==> src/rtl/adder_share_arbiter.sv <==
// rtl/adder_share_arbiter.sv - round-robin arbiter sharing one external ripple-carry adder
// Optional subtract support is compiled in with ADDER_ARB_SUB_EN.
module adder_share_arbiter #(
  parameter int WIDTH = 6,
  parameter int NREQ  = 4
) (
  input  logic                  clk,
  input  logic                  rst,
  input  logic [NREQ-1:0]       req,
  input  logic [NREQ*WIDTH-1:0] a_bus,
  input  logic [NREQ*WIDTH-1:0] b_bus,
  input  logic [NREQ-1:0]       cin_bus,
  input  logic [NREQ-1:0]       op_bus,
  output logic [WIDTH-1:0]      add_a,
  output logic [WIDTH-1:0]      add_b,
  output logic                  add_cin,
  input  logic [WIDTH-1:0]      add_sum,
  input  logic                  add_cout,
  output logic [NREQ-1:0]       gnt,
  output logic [NREQ-1:0]       done,
  output logic [WIDTH-1:0]      res_sum,
  output logic                  res_cout,
  output logic                  busy
);

  localparam int IW = (NREQ > 1) ? $clog2(NREQ) : 1;

  typedef enum logic [1:0] {
    IDLE  = 2'd0,
    ISSUE = 2'd1,
    DONE  = 2'd2
  } state_t;

  state_t           state_q, state_d;
  logic [IW-1:0]    rr_ptr_q, rr_ptr_d;
  logic [IW-1:0]    g_q, g_d;
  logic [WIDTH-1:0] add_a_q, add_a_d;
  logic [WIDTH-1:0] add_b_q, add_b_d;
  logic             add_cin_q, add_cin_d;
  logic [WIDTH-1:0] res_sum_q, res_sum_d;
  logic             res_cout_q, res_cout_d;

  logic             pick_found;
  logic [IW-1:0]    pick_idx;
  logic [IW:0]      cand;
  logic [WIDTH-1:0] sel_a, sel_b;
  logic             sel_cin, sel_op;

  // First pending requester at or after rr_ptr, wrapping around.
  always_comb begin
    pick_found = 1'b0;
    pick_idx   = '0;
    cand       = '0;
    for (int i = 0; i < NREQ; i++) begin
      cand = {1'b0, rr_ptr_q} + (IW+1)'(i);
      if (cand >= (IW+1)'(NREQ)) cand = cand - (IW+1)'(NREQ);
      if (!pick_found && req[cand[IW-1:0]]) begin
        pick_found = 1'b1;
        pick_idx   = cand[IW-1:0];
      end
    end
  end

  always_comb begin
    sel_a   = '0;
    sel_b   = '0;
    sel_cin = 1'b0;
    sel_op  = 1'b0;
    for (int j = 0; j < NREQ; j++) begin
      if (pick_idx == IW'(j)) begin
        sel_a   = a_bus[j*WIDTH +: WIDTH];
        sel_b   = b_bus[j*WIDTH +: WIDTH];
        sel_cin = cin_bus[j];
        sel_op  = op_bus[j];
      end
    end
  end

`ifndef ADDER_ARB_SUB_EN
  logic unused_op;
  assign unused_op = sel_op;
`endif

  always_ff @(posedge clk) begin
    if (rst) state_q <= IDLE;
    else     state_q <= state_d;
  end

  always_comb begin
    state_d    = state_q;
    rr_ptr_d   = rr_ptr_q;
    g_d        = g_q;
    add_a_d    = add_a_q;
    add_b_d    = add_b_q;
    add_cin_d  = add_cin_q;
    res_sum_d  = res_sum_q;
    res_cout_d = res_cout_q;
    case (state_q)
      IDLE: begin
        if (pick_found) begin
          state_d  = ISSUE;
          g_d      = pick_idx;
          rr_ptr_d = (pick_idx == IW'(NREQ-1)) ? '0 : pick_idx + IW'(1);
          add_a_d  = sel_a;
`ifdef ADDER_ARB_SUB_EN
          // Subtract as a + ~b + 1; the client's carry-in is ignored.
          add_b_d   = sel_op ? ~sel_b : sel_b;
          add_cin_d = sel_op ? 1'b1 : sel_cin;
`else
          add_b_d   = sel_b;
          add_cin_d = sel_cin;
`endif
        end
      end
      ISSUE: begin
        state_d    = DONE;
        res_sum_d  = add_sum;
        res_cout_d = add_cout;
      end
      DONE:    state_d = IDLE;
      default: state_d = IDLE;
    endcase
  end

  always_ff @(posedge clk) begin
    if (rst) begin
      rr_ptr_q   <= '0;
      g_q        <= '0;
      add_a_q    <= '0;
      add_b_q    <= '0;
      add_cin_q  <= 1'b0;
      res_sum_q  <= '0;
      res_cout_q <= 1'b0;
    end else begin
      rr_ptr_q   <= rr_ptr_d;
      g_q        <= g_d;
      add_a_q    <= add_a_d;
      add_b_q    <= add_b_d;
      add_cin_q  <= add_cin_d;
      res_sum_q  <= res_sum_d;
      res_cout_q <= res_cout_d;
    end
  end

  always_comb begin
    gnt  = '0;
    done = '0;
    busy = (state_q != IDLE);
    if (state_q != IDLE) gnt = {{(NREQ-1){1'b0}}, 1'b1} << g_q;
    if (state_q == DONE) done = {{(NREQ-1){1'b0}}, 1'b1} << g_q;
  end

  assign add_a    = add_a_q;
  assign add_b    = add_b_q;
  assign add_cin  = add_cin_q;
  assign res_sum  = res_sum_q;
  assign res_cout = res_cout_q;

endmodule
==> config.mk <==
export PLATFORM = sky130hd
export DESIGN_NAME = adder_share_arbiter
export DESIGN_NICKNAME = d
export VERILOG_FILES = /design/src/rtl/adder_share_arbiter.sv
export SDC_FILE = /design/constraint.sdc
export NUM_CORES = 1
export LEC_CHECK = 0
export ABC_AREA = 1
export BUFFER_PORTS_ARGS = -buffer_cell sky130_fd_sc_hd__buf_2
export CAP_MARGIN = 20
export CORE_MARGIN = 5
export CORE_UTILIZATION = 35
export CTS_CLUSTER_SIZE = 10
export DETAILED_ROUTE_END_ITERATION = 12
export GPL_TIMING_DRIVEN = 0
export PLACE_DENSITY_LB_ADDON = 0.08
export SYNTH_ARGS = -nofsm -noshare
export SYNTH_HDL_FRONTEND = slang
export SYNTH_SLANG_ARGS = --single-unit
==> constraint.sdc <==
create_clock -name clk -period 6 [get_ports clk]
set_clock_uncertainty 0.05 [all_clocks]
set_input_delay 0.3 -clock clk [delete_from_list [all_inputs] [get_ports clk]]
set_output_delay 0.3 -clock clk [all_outputs]
set_load 0.01 [all_outputs]
==> results of run 1 <==
## layout make-up
type | instances | share of cell area
multi-input combinational | 226 | 0.4399
sequential | 26 | 0.2254
buffer | 12 | 0.03359
timing repair buffer | 93 | 0.2015
inverter | 23 | 0.03954
clock buffer | 4 | 0.02384
tap | 67 | 0.03629
## worst max-delay path, stage by stage, from the launching register on
cell and delay [ns]:
dfxtp_1 0.44, inv_2 0.08, nand2_1 0.08, nand2_2 0.08
nand2_1 0.08, inv_1 0.05, nor2_1 0.13, nand3_2 0.14
nand2_1 0.14, inv_1 0.07, ha_1 0.26, nor2_1 0.24
buf_2 0.26, nand2_1 0.07, nand2_1 0.06, o21ai_0 0.08
nand2_1 0.07, o21ai_0 0.09, nand2_1 0.08, nand2_1 0.07
nor2_2 0.08
## cell families after synthesis
kind of cell | share of synthesized area
DFF | 0.3052
adders and majority gates | 0.02935
buffers and inverters | 0.09904
AOI/OAI and AO/OA | 0.1467
and+or+nand+nor | 0.4197
## stage by stage
stage          area (um2)  cells    util
2_1_floorplan        1705    287       -
4_1_cts              2310    451  0.4890
3_5_place_dp         2255    447  0.4774
5_1_grt              2310    451  0.4890
6_report             2310    451  0.4890
3_3_place_gp         2255    447  0.4774
## cells in the mapped netlist
cell and instances:
a21oi_1 15, buf_2 2, buf_4 2, buf_6 3, clkbuf_1 5, clkinv_1 1
dfxtp_1 26, ha_1 4, inv_1 19, inv_2 1, inv_4 2, nand2_1 97
nand2_2 4, nand2_4 1, nand3_1 9, nand3_2 1, nor2_1 44, nor2_2 7
nor2_4 1, nor3_1 8, o21ai_0 35
## report_power, final
group / switching, mW / internal (mW) / leakage, nW
logic: 0.697 / 0.413 / 1.10
clock network: 0.0514 / 0.0585 / 0.0288
registers: 0.0358 / 0.239 / 0.216
total: 0.785 / 0.711 / 1.34
## per-layer routing
metal  track usage  up-vias
li1              -     1093
met1        0.1955      764
met2        0.2295       53
met3       0.02596        2
met4       0.03041        0
met5             0        -
## state kept, by name (all words and copies together) (netlist names)
signal / flops
state_q: 2
add_a: 6
add_cin: 1
res_cout: 1
add_b: 6
g_q: 2
rr_ptr_q: 2
res_sum: 6
## final timing paths
check,endpoint
max,add_a[1]
max reg2reg,add_a[1]
min reg2reg,add_b[2]
min,g_q[0]
==> reports/results.ini, run 1 <==
[status]
status = finished, final reports clean

[placement]
dpl_worst_slack_ns = 3.290
finalWeightedCongestion = 0.8417
dp_hpwl_mm = 3.911
port_buffers = 93

[routing]
dr.pass1.iters = 4
via_per_inst = 4.239
routed_wl_mm = 4.762
initialDrtViolationCount = 71
drc_errors = 0
routedWlPerCell_um = 10.56
vias = 1912
wl_met3_um = 339
maxUsedRoutingLayer = met4
drt-met1-wl_mm = 2.439
dr_wl_met2_mm = 1.962
drtAntennaViolNets = 0

[clock_network]
cts_buffer_depth = 2
clk_pin_slew_ns = 0.08
tritoncts = yes
cts_buffers = 3
clock_latency_ns = 0.26
htree_levels = 1
cts_resized = 0
cts_root_buf = clkbuf_8
post_cts_buffers = 0
clkSinkCount = 26
hold_buffers = 0

[critical_path]
critPathKind = register to register
required_ns = 6.16
crit_path_start_kind = register
cp-startpoint = rr_ptr_q[1]
rrSetupSlack_ns = 3.25
rr_worst_depth = 20
r2r_start = rr_ptr_q[1]
crit_path_end_kind = register
critPathMaxFanout = 10
arrival_ns = 2.91

[floorplan]
die_y_um = 79.81
pin_count = 98
rows = 25
die_area_mm2 = 0.006369
chipWidth_um = 79.81
coreArea_mm2 = 0.004723
start_util = 0.3611

[logic_synthesis]
synth_nets = 360
ys_seq_area_frac = 0.3052
synth_area_mm2 = 0.001705
yosysTopAreaCellShare = 0.3052
synth_cells = 287
yosys_warnings = 0
ys_types = 21
yosysTopAreaCell = dfxtp_1
ys_ff_latch = 26
synthTopCellsByArea = dfxtp_1 31%, nand2_1 21%, o21ai_0 10%
synth.avg_cell_area_um2 = 5.942

[timing]
setup_ws_ns = 3.254
hold_slack_ns = 0.1745
finalSetupViolCount = 0
maxSlewHeadroom = 0.6852
worst_pin_slew_ns = 0.4705
finalMaxSlewViolations = 0
fin_crit_sh = 0.4577
period_minus_slack_ns = 2.746
finalHoldViolCount = 0
fmax_mhz = 364.1
rsz0062_at_grt = false
setup-tns-final_ns = 0

[power_and_ir_drop]
ir_drop_v = 0.0002467
p_per_area_mw_per_mm2 = 647.4
totalPowerFinal_mw = 1.495
leakage_nw = 1.341

[finish]
final_cell_mix = 97 x nand2_1, 95 x buf_2, 44 x nor2_1
n_antenna_cell = 0
area_growth_pct = 35.44
multi_input_area_mm2 = 0.001016
seq_area_um2 = 520.5
n_fill_cell = 533
nNetsFinal = 458
final_common_cell = nand2_1
layout-drive-gt1-share = 0.3151

[global_routing]
grt_max_degree = 15
grt_pass1_vias = 1755
grt_overflow = 0
antenna_found_initial = 0
grtUsageTotal = 0.1417
grt_pass1_wl_mm = 7.548

[hold_path]
holdPathStages = 2
hp-class = input port to register
min_from = rst

[run]
drv_cap = 0

Power figures use the tool's default switching activity.
==> inputs of run 2 (changes only) <==
ABC_AREA = 0   (was 1)
clock period = 2.5 ns   (was 6 ns; I/O delays follow)
==> reports/results.ini, run 2 <==
[critical_path]
required_ns = 2.64
rr_worst_depth = 10
crit_path_end_kind = register
worstReg2RegEnd = add_a[3]
arrival_ns = 2.36
rrSetupSlack_ns = 0.28
critPathMaxFanout = 10
critPathKind = register to register
max_stage_delay_ns = 0.35
crit_path_start_kind = register
r2r_start = rr_ptr_q[0]
crit_chain = nor2b_1 -> a21oi_1 -> a21o_1 -> and2_1 -> ha_1 -> clkbuf_2 -> buf_2 -> a221oi_2 -> a211oi_2 -> nor3_1
crit_slowest_cell = dfxtp_1

[global_routing]
grtUsageTotal = 0.1581
grt_max_degree = 16
grt_pass1_vias = 1762
grt_overflow = 0
antenna_found_initial = 1
grt_pass1_wl_mm = 8.073

[power_and_ir_drop]
leakage_nw = 1.134
p_per_area_mw_per_mm2 = 711.0
ir_drop_v = 0.0004050

[hold_path]
hold_end = res_sum[4]
hp-class = input port to register
min_from = add_sum[4]
holdPathStages = 3

[logic_synthesis]
synth-edff-count = 0
ys_async_sr_fraction = 0
yosysTopAreaCell = dfxtp_1
ys_seq_area_frac = 0.3054
yosys_warnings = 0
synth_cells = 196
ys_types = 35
ys.flop_type = dfxtp_1
ys_top_cells_by_count = 29 x nor2_1, 26 x dfxtp_1, 16 x a21oi_1, 14 x inv_1, 14 x nor3_1
synth.avg_cell_area_um2 = 8.695
ys_ff_latch = 26
synth_area_mm2 = 0.001704
synth_nets = 269
yosysMostFrequentCell = nor2_1
synthTopCellsByArea = dfxtp_1 31%, a221oi_2 11%, nor2_1 6.4%
yosysTopAreaCellShare = 0.3054

[floorplan]
chipWidth_um = 79.78
rows = 25
coreArea_mm2 = 0.004723
pin_count = 98
die_y_um = 79.78
start_util = 0.3608
die_area_mm2 = 0.006364

[timing]
finalHoldViolCount = 0
fin_crit_sh = 0.8898
finalMaxSlewViolations = 0
worst_pin_slew_ns = 0.4749
finalSetupViolCount = 0
fmax_mhz = 449.5
period_minus_slack_ns = 2.225
rsz0062_at_grt = false
maxSlewHeadroom = 0.6834
setup-tns-final_ns = 0
setup_ws_ns = 0.2754

[status]
status = finished, final reports clean

[finish]
n_antenna_cell = 0
final_cell_mix = 97 x buf_2, 29 x nor2_1, 25 x dfxtp_1
final_common_cell = buf_2
area_growth_pct = 36.71
nNetsFinal = 366
layout-drive-gt1-share = 0.4829
finalNonFillerCells = 359

[clock_network]
tritoncts = yes
cts_buffer_depth = 2
clock_latency_ns = 0.27
clk_pin_slew_ns = 0.09
cts_root_buf = clkbuf_8
post_cts_buffers = 0
htree_levels = 1
clkSinkCount = 26
cts_resized = 0
cts_buffers = 3
hold_buffers = 0

[routing]
via_per_inst = 4.783
dr.pass1.iters = 4
vias = 1717
routedWlPerCell_um = 13.92
initialDrtViolationCount = 37
drtAntennaViolNets = 0
drc_errors = 0
routed_wl_mm = 4.996

[placement]
port_buffers = 92
finalWeightedCongestion = 0.7928
place_inst = 355
dp_hpwl_mm = 4.007
dpl_worst_slack_ns = 0.1672

[run]
drv_cap = 0

==> run 2: worst max path at each step <==
stage | startpoint | endpoint | slack, ns
2_1_floorplan | rr_ptr_q[0] | add_a[0] | 0.50
3_3_place_gp | rr_ptr_q[0] | add_a[5] | 0.18
3_5_place_dp | rr_ptr_q[1] | add_a[5] | 0.17
4_1_cts | rr_ptr_q[1] | add_a[5] | 0.16
5_1_grt | rr_ptr_q[0] | add_a[3] | 0.06
6_report | rr_ptr_q[0] | add_a[3] | 0.28
==> run 2: critical path, delay by kind of cell (launching register included) <==
| kind | cells | cell delay [ns] |
|---|---|---|
| DFF | 1 | 0.35 |
| AOI/OAI and AO/OA | 4 | 0.58 |
| adders and majority gates | 1 | 0.19 |
| buffers and inverters | 2 | 0.44 |
| and+or+nand+nor | 3 | 0.54 |
==> run 2: through the flow <==
step,hold WS (ns),cell area [um2],utilization,power (mW)
after floorplan,0.2189,1704,-,1.090
final,0.03200,2330,0.4932,1.657
after global routing,0.05063,2330,0.4932,1.780
after CTS,0.02717,2320,0.4911,1.671
after detailed placement,0.3124,2248,0.4760,1.325
after global placement,0.3063,2248,0.4760,1.325
==> run 2: final cells by class <==
cell class / instances / area [um2]
Fill cell: 494 / 2394
Multi-Input combinational cell: 139 / 1035
Sequential cell: 26 / 521.8
Timing Repair Buffer: 92 / 460.4
Buffer: 15 / 97.59
Tap cell: 67 / 83.83
Inverter: 16 / 60.06
Clock buffer: 3 / 41.29
Clock inverter: 1 / 30.03
==> run 2: metal layers <==
layer,global-route usage,up-vias,wire (um)
met5,0,-,12
met4,0.01014,2,0
met3,0.06546,2,502
met2,0.2771,62,2416
met1,0.1887,766,2063
li1,-,885,-
==> run 2: cells by family (layout without fill, tap and decap cells) <==
logic type | count (synthesis) | count (layout) | synth area share
compound gates | 52 | 52 | 0.2922
fa+ha+maj | 4 | 4 | 0.02937
buf+inv | 31 | 127 | 0.09250
flops | 26 | 26 | 0.3054
mux | 7 | 7 | 0.04112
simple gates | 76 | 76 | 0.2393
==> run 2: where the power goes <==
part           internal (mW)  leakage, nW  switching (mW)  total [mW]
Sequential             0.482        0.215          0.0438       0.525
Clock                  0.214       0.0357           0.127       0.341
Combinational          0.363        0.883           0.427       0.790
